**src/rtl/gpio_avalon_bridge.sv**
```systemverilog
// Avalon-MM slave front end that turns Avalon reads/writes into the GPIO decoder's
// strobe-style register bus, with a guaranteed strobe-low gap between accesses.
module gpio_avalon_bridge #(
  parameter int AddrWidth   = 16,
  parameter int BusWidth    = 32,
  parameter int ReadLatency = 4,
  parameter int WriteHold   = 1
) (
  input  logic                 reg_clk,
  input  logic                 reset_in,
  input  logic [AddrWidth-3:0] avs_address,
  input  logic                 avs_write,
  input  logic                 avs_read,
  input  logic [BusWidth-1:0]  avs_writedata,
  output logic                 avs_waitrequest,
  output logic [BusWidth-1:0]  avs_readdata,
  output logic                 avs_readdatavalid,
  output logic                 chip_sel,
  output logic                 write_reg,
  output logic                 read_reg,
  output logic [AddrWidth-3:0] busaddress,
  output logic [BusWidth-1:0]  busdata_in,
  input  logic [BusWidth-1:0]  busdata_out,
  output logic                 proto_err,
  output logic [2:0]           dbg_state
);

  typedef enum logic [2:0] {
    IDLE_RST = 3'd0,
    IDLE     = 3'd1,
    WR       = 3'd2,
    RD       = 3'd3,
    RD_WAIT  = 3'd4,
    GAP      = 3'd5
  } state_t;

  localparam logic [3:0] WrLoad = 4'(WriteHold - 1);
  localparam logic [3:0] RdLoad = 4'(ReadLatency - 1);

  state_t                 state_q, state_d;
  logic [3:0]             cnt_q, cnt_d;
  logic                   waitrequest_q, waitrequest_d;
  logic [BusWidth-1:0]    readdata_q, readdata_d;
  logic                   readdatavalid_q, readdatavalid_d;
  logic                   chip_sel_q, chip_sel_d;
  logic                   write_reg_q, write_reg_d;
  logic                   read_reg_q, read_reg_d;
  logic [AddrWidth-3:0]   busaddress_q, busaddress_d;
  logic [BusWidth-1:0]    busdata_in_q, busdata_in_d;
  logic                   proto_err_q, proto_err_d;

  // Handshake: a command is taken on the clock edge where avs_write or avs_read is
  // high while avs_waitrequest is low; commands seen while waitrequest is high are ignored.
  always_comb begin
    state_d         = state_q;
    cnt_d           = cnt_q;
    waitrequest_d   = waitrequest_q;
    readdata_d      = readdata_q;
    readdatavalid_d = 1'b0;
    chip_sel_d      = chip_sel_q;
    write_reg_d     = write_reg_q;
    read_reg_d      = read_reg_q;
    busaddress_d    = busaddress_q;
    busdata_in_d    = busdata_in_q;
    proto_err_d     = proto_err_q;
    case (state_q)
      IDLE_RST: begin
        state_d       = IDLE;
        waitrequest_d = 1'b0;
      end
      IDLE: begin
        if (avs_write || avs_read) begin
          busaddress_d  = avs_address;
          waitrequest_d = 1'b1;
          chip_sel_d    = 1'b1;
          if (avs_write) begin
            // A write wins over a simultaneous read; the read is dropped and flagged.
            busdata_in_d = avs_writedata;
            write_reg_d  = 1'b1;
            cnt_d        = WrLoad;
            state_d      = WR;
            if (avs_read) proto_err_d = 1'b1;
          end else begin
            read_reg_d = 1'b1;
            cnt_d      = RdLoad;
            state_d    = RD;
          end
        end
      end
      WR: begin
        if (cnt_q == 4'd0) begin
          chip_sel_d  = 1'b0;
          write_reg_d = 1'b0;
          state_d     = GAP;
        end else begin
          cnt_d = cnt_q - 4'd1;
        end
      end
      GAP: begin
        state_d       = IDLE;
        waitrequest_d = 1'b0;
      end
      RD: begin
        chip_sel_d = 1'b0;
        read_reg_d = 1'b0;
        cnt_d      = cnt_q - 4'd1;
        state_d    = RD_WAIT;
      end
      RD_WAIT: begin
        if (cnt_q == 4'd0) begin
          readdata_d      = busdata_out;
          readdatavalid_d = 1'b1;
          waitrequest_d   = 1'b0;
          state_d         = IDLE;
        end else begin
          cnt_d = cnt_q - 4'd1;
        end
      end
      default: begin
        state_d       = IDLE_RST;
        waitrequest_d = 1'b1;
        chip_sel_d    = 1'b0;
        write_reg_d   = 1'b0;
        read_reg_d    = 1'b0;
      end
    endcase
  end

  always_ff @(posedge reg_clk or posedge reset_in) begin
    if (reset_in) begin
      state_q         <= IDLE_RST;
      cnt_q           <= 4'd0;
      waitrequest_q   <= 1'b1;
      readdata_q      <= '0;
      readdatavalid_q <= 1'b0;
      chip_sel_q      <= 1'b0;
      write_reg_q     <= 1'b0;
      read_reg_q      <= 1'b0;
      busaddress_q    <= '0;
      busdata_in_q    <= '0;
      proto_err_q     <= 1'b0;
    end else begin
      state_q         <= state_d;
      cnt_q           <= cnt_d;
      waitrequest_q   <= waitrequest_d;
      readdata_q      <= readdata_d;
      readdatavalid_q <= readdatavalid_d;
      chip_sel_q      <= chip_sel_d;
      write_reg_q     <= write_reg_d;
      read_reg_q      <= read_reg_d;
      busaddress_q    <= busaddress_d;
      busdata_in_q    <= busdata_in_d;
      proto_err_q     <= proto_err_d;
    end
  end

  assign avs_waitrequest   = waitrequest_q;
  assign avs_readdata      = readdata_q;
  assign avs_readdatavalid = readdatavalid_q;
  assign chip_sel          = chip_sel_q;
  assign write_reg         = write_reg_q;
  assign read_reg          = read_reg_q;
  assign busaddress        = busaddress_q;
  assign busdata_in        = busdata_in_q;
  assign proto_err         = proto_err_q;
  assign dbg_state         = state_q;

endmodule

```
**config.mk**
```make
export PLATFORM = sky130hd
export DESIGN_NAME = gpio_avalon_bridge
export DESIGN_NICKNAME = d
export VERILOG_FILES = /design/src/rtl/gpio_avalon_bridge.sv
export SDC_FILE = /design/constraint.sdc
export NUM_CORES = 1
export LEC_CHECK = 0
export BUFFER_PORTS_ARGS = -buffer_cell sky130_fd_sc_hd__buf_2
export CAP_MARGIN = 0
export CORE_UTILIZATION = 30
export CTS_BUF_LIST = sky130_fd_sc_hd__clkbuf_16
export DETAILED_ROUTE_END_ITERATION = 12
export PLACE_DENSITY_LB_ADDON = 0.2
export SLEW_MARGIN = 20
export SYNTH_ARGS = -nofsm -noshare
export SYNTH_HDL_FRONTEND = slang
export SYNTH_SLANG_ARGS = --single-unit
```
**constraint.sdc**
```tcl
create_clock -name reg_clk -period 3.87 [get_ports reg_clk]
set_input_delay 0.5805 -clock reg_clk [delete_from_list [all_inputs] [get_ports reg_clk]]
set_output_delay 0.5805 -clock reg_clk [all_outputs]
set_load 0.02 [all_outputs]
```
==> results.md, run 1 <==
Floorplanning:
- The total I/O pin count is between 150 and 200.
- The number of cell rows is 41.
- Measured along the x axis, the die boundary spans about 120 um.
- The overall die height is roughly 120 um.
- For this configuration, the core starts out at a cell density of 0.310.
- The region available for standard cell placement spans about 0.013 mm^2.
- The die covers between 0.01 and 0.015 mm^2.

STA:
- The final count of hold timing violations came to 0.
- For the final database, setup skew stands at around 7.9 ps.
- At the pin with the least slew margin, the transition time is about 1100 ps.
- Setup repair after global routing left no endpoint under its margin.
- For this run, the top clock speed supported by timing is 421 MHz.
- The count of endpoints failing setup in the final report is 0.
- Of the available clock period, the critical path in the final layout requires 0.613.
- Summed over all failing endpoints, the final setup total negative slack is 0 ps.
- The worst path in the final design needs a cycle of 2370 ps, including I/O delays and setup.
- The final max-slew violation count came to 0.
- In this run the tightest slew margin relative to its limit is 0.262.

Setup path:
- In this run the worst setup path terminates at avs_readdata[4].
- Measured in cells, the most critical reg-to-reg path has a length of 5.
- The maximum fanout along the worst path is 33.
- The longest individual stage delay on the worst path is approximately 640 ps.
- The slowest stage of the critical path is the sky130_fd_sc_hd__nand2_2 cell.
- Traced cell by cell, the critical path runs through inv_1, ha_1, nor3b_2, nand2_2, mux2_1.
- The launch point of the worst path is cnt_q[0].
- The start-to-end type of the worst setup path is reg -> reg.
- The data arrival time of the critical path is approximately 2600 ps.
- STA classifies the critical path endpoint as a flip-flop.
- In this run the critical register-to-register path is launched from cnt_q[0].
- For flop-to-flop paths, the worst setup slack is approximately 1500 ps.
- The endpoint identified for the worst register-to-register timing path is avs_readdata[4].
- At the worst endpoint, the required time is 4090 ps.
- The worst setup path is launched from a flip-flop.

CTS:
- Clock-pin slew was measured on the worst setup and hold paths at ~70 ps.
- The clock reaches the later pin of the worst-skew pair after ~340 ps.
- The CTS tree is yes.
- The maximum level of the CTS H-tree is 3.
- The number of resized instances in the post-cts repair step is 0.
- The number of hold-repair buffers added at the cts stage is 0.
- The post-CTS setup buffer count is 0.
- The cell chosen for the clock root is sky130_fd_sc_hd__clkbuf_16.
- Clock tree synthesis found a total of between 90 and 100 sinks.
- The number of clock buffers added by TritonCTS is 9.
- The maximum count of clock buffers along a single path is 2.

Synthesis:
- The area share of the largest cell type after synthesis is 0.568.
- The number of warnings printed during yosys synthesis is 0.
- Yosys attributes the largest share of cell area to sky130_fd_sc_hd__dfrtp_1, sky130_fd_sc_hd__mux2_4, sky130_fd_sc_hd__mux2_1, sky130_fd_sc_hd__buf_6, sky130_fd_sc_hd__nor2_1.
- The number of storage elements in the synthesis netlist is 91.
- The count of distinct cell types in the synthesized netlist is 33.
- The most used flip-flop cell after synthesis is sky130_fd_sc_hd__dfrtp_1.
- The largest total area in the synthesized netlist belongs to sky130_fd_sc_hd__dfrtp_1.
- Synthesis produced 255 cells.
- Summing every instance area after synthesis gives ~0.004 mm^2.
- The average cell area after synthesis is ~16 um^2.
- The synthesized design contains 0 enable-type register cells.
- The fraction of registers with async set or reset after synthesis is 1.00.
- For this run, the register share of the synthesized area comes to 0.575.
- The total nets after synthesis is approximately 340.

Pwr:
- The power per cell area is a little over 900 mW/mm^2.
- The share of total power dissipated in the clock network is 0.166.
- Summed over all cells, the static leakage comes to approximately 2.7 nW.
- Across the VDD grid, the largest voltage drop is about 0.24 mV.
- The sequential fraction of design power is 0.363.
- Of the total power, the share spent switching nets is 0.383.
- Cell internal power was estimated by the tool at 0.00297 W.
- Of the total power, combinational logic draws 0.471.
- For this design the total switching power over the nets is 0.00184 W.

Place:
- Input and output buffers added on the ports amount to around 170.
- The placed cell count is just under 600.
- The sum of net half-perimeters after detailed placement is 6090 um.
- The congestion estimate from routability-driven global placement came to 0.811.

GRT:
- The number of antenna violations at the first check in global routing is 0.
- The first global-routing pass estimated 12900 um of wire.
- Entering global routing, the biggest net connects 48 pins.
- The total congestion overflow after global routing is 0.
- For this run, the total global-route usage over all layers was measured as 0.126.
- The via count of the first global-routing pass was approximately 2500.

Finish:
- The number of antenna diodes in the final layout is 0.
- The top cell types in the final layout, fill and taps aside, are sky130_fd_sc_hd__buf_2, sky130_fd_sc_hd__dfrtp_1, sky130_fd_sc_hd__mux2_4, sky130_fd_sc_hd__mux2_1, sky130_fd_sc_hd__nor2_1.
- Fill cells in the final layout number around 1300.
- The commonest non-fill, non-tap cell in the layout is sky130_fd_sc_hd__buf_2.
- In the final layout, the share of cells above drive strength 1 is 0.610.
- The count of placed standard cells in the final layout, fillers left out is between 500 and 600.
- From synthesis to final layout, the design area changed by 30.6%.
- For this run, the share of the core covered by cells in the final layout is 0.405.
- For this run, the post-layout net count is a little over 500.

Detailed routing:
- The remaining antenna violation count is 0.
- The total wirelength of the detailed-routed design is between 8000 and 9000 um.
- The via-per-instance ratio is about 4.4.
- The first routing iteration left between 100 and 150 violations.
- The wire length per cell after detailed routing is 14.4 um.
- Detailed routing inserted a total of about 2600 vias.
- The number of optimization iterations in the first detailed-route pass is 4.
- The remaining routing DRC violations is 0.

Min path:
- The worst hold-check path type is in -> async.

Flow run:
- The number of maximum-capacitance violations is 0.

Status:
- The run finished with clean final reports.
==> cell type report <==
class	count	area, um^2	area share
flip-flops and latches	91	2280	0.440
multi-input cells	141	1530	0.295
repair buffers	170	856	0.165
clock buffers	9	225	0.0435
well taps	172	215	0.0416
clock inverters	7	43.8	0.00846
inverters	8	31.3	0.00604
==> per-layer routing <==
| layer | GRT usage | vias to the layer above | wire length, um |
|---|---|---|---|
| li1 | - | 1231 | - |
| met5 | 0 | - | 0 |
| met3 | 0.0268 | 12 | 479 |
| met2 | 0.202 | 79 | 4220 |
| met1 | 0.160 | 1294 | 3720 |
| met4 | 0.0675 | 0 | 180 |
==> how the worst min path moves through the flow <==
| stage | from | endpoint | cells past startpoint |
|---|---|---|---|
| finish | reset_in | avs_readdata[4] | 2 |
| global route | reset_in | avs_readdata[27] | 2 |
| CTS | reset_in | avs_readdata[27] | 2 |
| detailed placement | proto_err | proto_err | 1 |
| global placement | proto_err | proto_err | 1 |
| floorplan | cnt_q[1] | cnt_q[1] | 2 |
==> synthesized netlist by cell type, drive strengths merged (3+ instances only) <==
| cell | count |
|---|---|
| dfrtp | 90 |
| o21ai | 8 |
| o22ai | 3 |
| nor2 | 11 |
| buf | 14 |
| inv | 8 |
| nand2 | 4 |
| mux2 | 79 |
| a21oi | 7 |
| nand3 | 3 |
| a21o | 3 |
| and3 | 3 |
==> per-stage QoR <==
stage / worst slack (ps) / instance area, um^2 / total power, W / hold slack (ps)
2_1_floorplan: 928 / 3970 / 0.00340 / 522
3_3_place_gp: 1550 / 4910 / 0.00403 / 437
3_5_place_dp: 1470 / 4910 / 0.00405 / 449
4_1_cts: 1470 / 5180 / 0.00488 / 406
5_1_grt: 1330 / 5180 / 0.00514 / 441
6_report: 1500 / 5180 / 0.00481 / 376
==> logic make-up (layout without fill, tap and decap cells) <==
logic type	Yosys count	in the layout	synth area share
AO/OA/AOI/OAI	27	27	0.0413
adder cells (fa/ha/maj)	1	1	0.00316
buffers and inverters	23	194	0.0404
flip-flops	91	91	0.575
multiplexers	80	80	0.291
AND/OR/NAND/NOR	33	33	0.0492
==> power groups by stage <==
stage	combinational, W	clock, W	sequential [W]
floorplan	0.00114	0	0.00227
global placement	0.00228	0	0.00175
detailed placement	0.00229	0	0.00176
CTS	0.00230	0.000828	0.00175
global route	0.00245	0.000871	0.00182
finish	0.00226	0.000801	0.00175
==> worst max-delay path: cells and delay by family, from the launching register on <==
| family | cells | cell delay (ps) |
|---|---|---|
| buffers and inverters | 1 | 100 |
| adder cells (fa/ha/maj) | 1 | 200 |
| AND/OR/NAND/NOR | 2 | 910 |
| flip-flops | 1 | 450 |
| multiplexers | 1 | 570 |
Note: power is estimated with default switching activity, not from simulation.
==> inputs of run 2 (changes only) <==
--- a/config.mk
+++ b/config.mk
@@ -5,6 +5,7 @@
 export SDC_FILE = /design/constraint.sdc
 export NUM_CORES = 1
 export LEC_CHECK = 0
+export ABC_AREA = 1
 export BUFFER_PORTS_ARGS = -buffer_cell sky130_fd_sc_hd__buf_2
 export CAP_MARGIN = 0
 export CORE_UTILIZATION = 30
==> constraint.sdc (replaced) <==
create_clock -name reg_clk -period 2.15 [get_ports reg_clk]
set_input_delay 0.3225 -clock reg_clk [delete_from_list [all_inputs] [get_ports reg_clk]]
set_output_delay 0.3225 -clock reg_clk [all_outputs]
set_load 0.02 [all_outputs]
==> run 2 against run 1 <==
  * Non-clock buffer count increased by 1
  * Via count increased by 23%
  * Die area decreased by 1.0%
  * Clock-buffer cell count unchanged
  * Critical path depth increased by 3
  * Final area increased by 0.27%
  * Synthesized cell count increased by 68%
  * Register-to-register slack got worse by 1000 ps
  * Largest power group unchanged
==> results.md, run 2 <==
STA:
- The worst clock skew is 9.28 ps.
- Setup violations remaining at the end of the flow were counted as 0.
- Measured against its own limit, the worst slew margin works out to 0.640.
- The final count of hold timing violations was 0.
- Summed over all failing endpoints, the final setup total negative slack is 0 ps.
- The transition time at the pin with the least slew margin is roughly 540 ps.
- The shortest clock period the worst path allows after layout is 1660 ps.
- The fmax is 601 MHz.
- Of the available clock period, the critical path in the final layout requires 0.774.
- Setup repair after global routing left no endpoint under its margin.
- The final max-slew violation count is 0.

GRT:
- The met2 routing resource usage after global routing is 0.235.
- Entering global routing, the biggest net connects between 90 and 100 pins.
- After global routing the overflow that remains totals 0.
- The fraction of met1 tracks used by global routing is 0.168.
- The via count of the first global-routing pass was between 3000 and 4000.
- The first global-routing pass estimated between 10000 and 15000 um of wire.
- The number of antenna violations at the first check in global routing is 0.
- The met3 routing resource usage after global routing is 0.0592.
- The most congested layer reported by global routing is met2.
- For this run, the total global-route usage over all layers was measured as 0.143.

CTS:
- Clock-pin slew was measured on the worst setup and hold paths at approximately 70 ps.
- The cell chosen for the clock root is sky130_fd_sc_hd__clkbuf_16.
- TritonCTS created 9 clock buffers.
- The CTS tree is yes.
- Counting along the longest clock path gives a buffer depth of 2.
- The post-CTS setup buffer count is 0.
- The later pin in the worst-skew pair is clocked with a latency of roughly 340 ps.
- Hold repair after CTS inserted 0 buffers.
- The H-tree was split into 3 levels.
- The number of resized instances in the post-cts repair step is 0.
- The tree built by TritonCTS fans out to 91 sinks.

Synthesis:
- The count of flip-flops with a built-in enable after synthesis is 0.
- The synthesized netlist occupies a cell area of 0.00393 mm^2.
- The total nets after synthesis is a little over 500.
- The area share of the largest cell type after synthesis is 0.574.
- The most frequent cell after synthesis is sky130_fd_sc_hd__nand2_1.
- The Yosys step of the flow raised 0 warnings.
- The share of the synthesized netlist area taken by xor and xnor gates is 0.00223.
- Among all flip-flop cells after synthesis, the most frequent one is sky130_fd_sc_hd__dfrtp_1.
- For this run, the register share of the synthesized area comes to 0.580.
- The fraction of the mapped netlist area in compound gates was 0.0405.
- Of all cell types, the one taking the most synthesized area is sky130_fd_sc_hd__dfrtp_1.
- By area the synthesized netlist is led by sky130_fd_sc_hd__dfrtp_1, sky130_fd_sc_hd__nand2_1, sky130_fd_sc_hd__nand2_2, sky130_fd_sc_hd__o21ai_2, sky130_fd_sc_hd__inv_1.
- The share of synthesized area spent on multiplexers is 0.
- After synthesis the netlist holds a flip-flop and latch count of 91.
- Yosys mapped the design onto 26 distinct sky130hd cell types.
- Counting instances in the post-synthesis netlist gives the leading cell types as sky130_fd_sc_hd__nand2_1, sky130_fd_sc_hd__dfrtp_1, sky130_fd_sc_hd__nand2_2.
- The adder-cell share of the synthesized area is 0.00319.
- The fraction of registers with async set or reset after synthesis is 1.00.
- The area share of and/or/nand/nor cells after synthesis is 0.298.
- The average cell area after synthesis is ~9.2 um^2.
- By area, the combinational part of the netlist is dominated by simple AND/OR/NAND/NOR gates.
- The number of instances in the synthesized netlist is 428.

Place:
- The last weighted congestion value of the routability-driven placer is 0.780.
- The number of buffers inserted by port buffering is around 170.
- The wire-length estimate of the detail-placed layout is 6290 um.

Pwr:
- The worst-case vdd ir drop is ~0.74 mV.
- Power spread over the standard cell area amounts to 1670 mW/mm^2.
- The cell leakage power is a little under 3 nW.

Finish:
- 0 antenna diodes ended up in the layout.
- The commonest non-fill, non-tap cell in the layout is sky130_fd_sc_hd__nand2_1.
- The total of fill cells in the finished design is roughly 1300.
- The area taken by multi-input logic gates is between 0.001 and 0.0015 mm^2.
- The final layout contains between 600 and 700 nets.
- From synthesis to final layout, the design area changed by 32.3%.
- The area occupied by registers is ~0.0023 mm^2.
- Leaving out fill and tap cells, the most frequent cells in the layout are sky130_fd_sc_hd__nand2_1, sky130_fd_sc_hd__buf_2, sky130_fd_sc_hd__dfrtp_1, sky130_fd_sc_hd__nand2_2, sky130_fd_sc_hd__inv_1.
- The share of cells above drive strength 1 is 0.407.
- The final design utilization is 0.410.

Detailed routing:
- The via-per-instance ratio is 4.17.
- The number of optimization iterations in the first detailed-route pass is 4.
- In this run the remaining antenna-violating nets after routing total 0.
- The detailed router finished its first iteration with between 150 and 200 violations.
- After detailed routing, the number of remaining DRC violations is 0.
- The detailed router placed 3213 vias in this run.
- The wire length per cell after detailed routing is between 10 and 15 um.
- The total wirelength of the detailed-routed design is 9190 um.

Floorplanning:
- In this run the core area contains 41 standard-cell rows.
- The total I/O pin count is ~170.
- In this run the horizontal extent of the chip is 116 um.
- The floorplan step set the die height to 116 um.
- The initial standard-cell utilization of the core is 0.310.
- The area enclosed by the die boundary is between 0.01 and 0.015 mm^2.
- The core area is 0.0127 mm^2.

Setup path:
- For the worst setup path, the data required time is between 2000 and 2500 ps.
- The type of destination of the critical path is a flip-flop.
- The launching element type of the critical path is a flip-flop.
- Data arrives at the worst endpoint at about 2000 ps.
- The maximum fanout along the worst path is 33.
- The start-to-end type of the worst setup path is reg -> reg.

Min path:
- The worst hold-check path type is in -> async.

Status:
- The run finished with clean final reports.

Flow run:
- The number of maximum-capacitance violations is 0.
-- run 2: changes by cell type after synthesis, moves of 5 or more --
cell / previous run / this run
sky130_fd_sc_hd__mux2_4: 68 / 0
sky130_fd_sc_hd__nand2_1: 3 / 211
sky130_fd_sc_hd__o21ai_2: 0 / 15
sky130_fd_sc_hd__mux2_1: 11 / 0
sky130_fd_sc_hd__nor2_1: 11 / 6
sky130_fd_sc_hd__nand3_1: 3 / 16
sky130_fd_sc_hd__inv_1: 7 / 24
sky130_fd_sc_hd__nand2_2: 1 / 30
sky130_fd_sc_hd__a21oi_1: 7 / 0
-- run 2: final timing paths --
kind	from	end	depth (start not counted)	slack (ps)
min in group reg_clk	avs_writedata[8]	busdata_in[8]	3	170
worst max-delay path	cnt_q[0]	avs_readdata[6]	8	490
worst min register to register	write_reg	write_reg	2	470
worst max register to register	cnt_q[0]	avs_readdata[6]	8	490
max in group asynchronous	reset_in	avs_waitrequest	3	1670
worst min-delay path	reset_in	busaddress[3]	3	100
-- run 2: critical path, stage by stage (launching register included) --
cell,delay (ps)
sky130_fd_sc_hd__dfrtp_1,380
sky130_fd_sc_hd__inv_1,110
sky130_fd_sc_hd__ha_1,190
sky130_fd_sc_hd__nand2_1,110
sky130_fd_sc_hd__inv_1,180
sky130_fd_sc_hd__nand2_8,170
sky130_fd_sc_hd__inv_8,270
sky130_fd_sc_hd__nand2_1,90
sky130_fd_sc_hd__nand2_1,60
-- run 2: logic make-up (layout without fill, tap and decap cells) --
| logic type | after synthesis | after routing |
|---|---|---|
| compound gates | 20 | 20 |
| xor+xnor | 1 | 1 |
| fa+ha+maj | 1 | 1 |
| buf+inv | 45 | 216 |
| flops | 91 | 91 |
| simple gates | 270 | 270 |
-- run 2: cell type report --
class	count	share of cell area
flip-flops and latches	91	0.439
multi-input cells	292	0.260
repair buffers	171	0.169
clock buffers	9	0.0434
well taps	172	0.0415
clock inverters	7	0.0236
inverters	29	0.0236
-- run 2: stage by stage --
stage	area (um^2)	setup WS [ps]	total power (W)	instances	hold WS [ps]
floorplan	3930	765	0.00573	428	415
global placement	4840	540	0.00684	755	436
detailed placement	4840	500	0.00689	755	454
CTS	5190	475	0.00879	771	133
global route	5190	297	0.00938	771	161
finish	5190	487	0.00867	771	105
-- run 2: power by group --
part	internal (W)	switching, W
registers	0.00255	0.000482
clock network	0.00115	0.000700
logic	0.00126	0.00253
total	0.00496	0.00372
-- run 2: layer usage --
metal / up-vias / wire (um)
li1: 1625 / -
met1: 1471 / 3920
met2: 109 / 4390
met3: 8 / 789
met4: 0 / 88
met5: - / 0
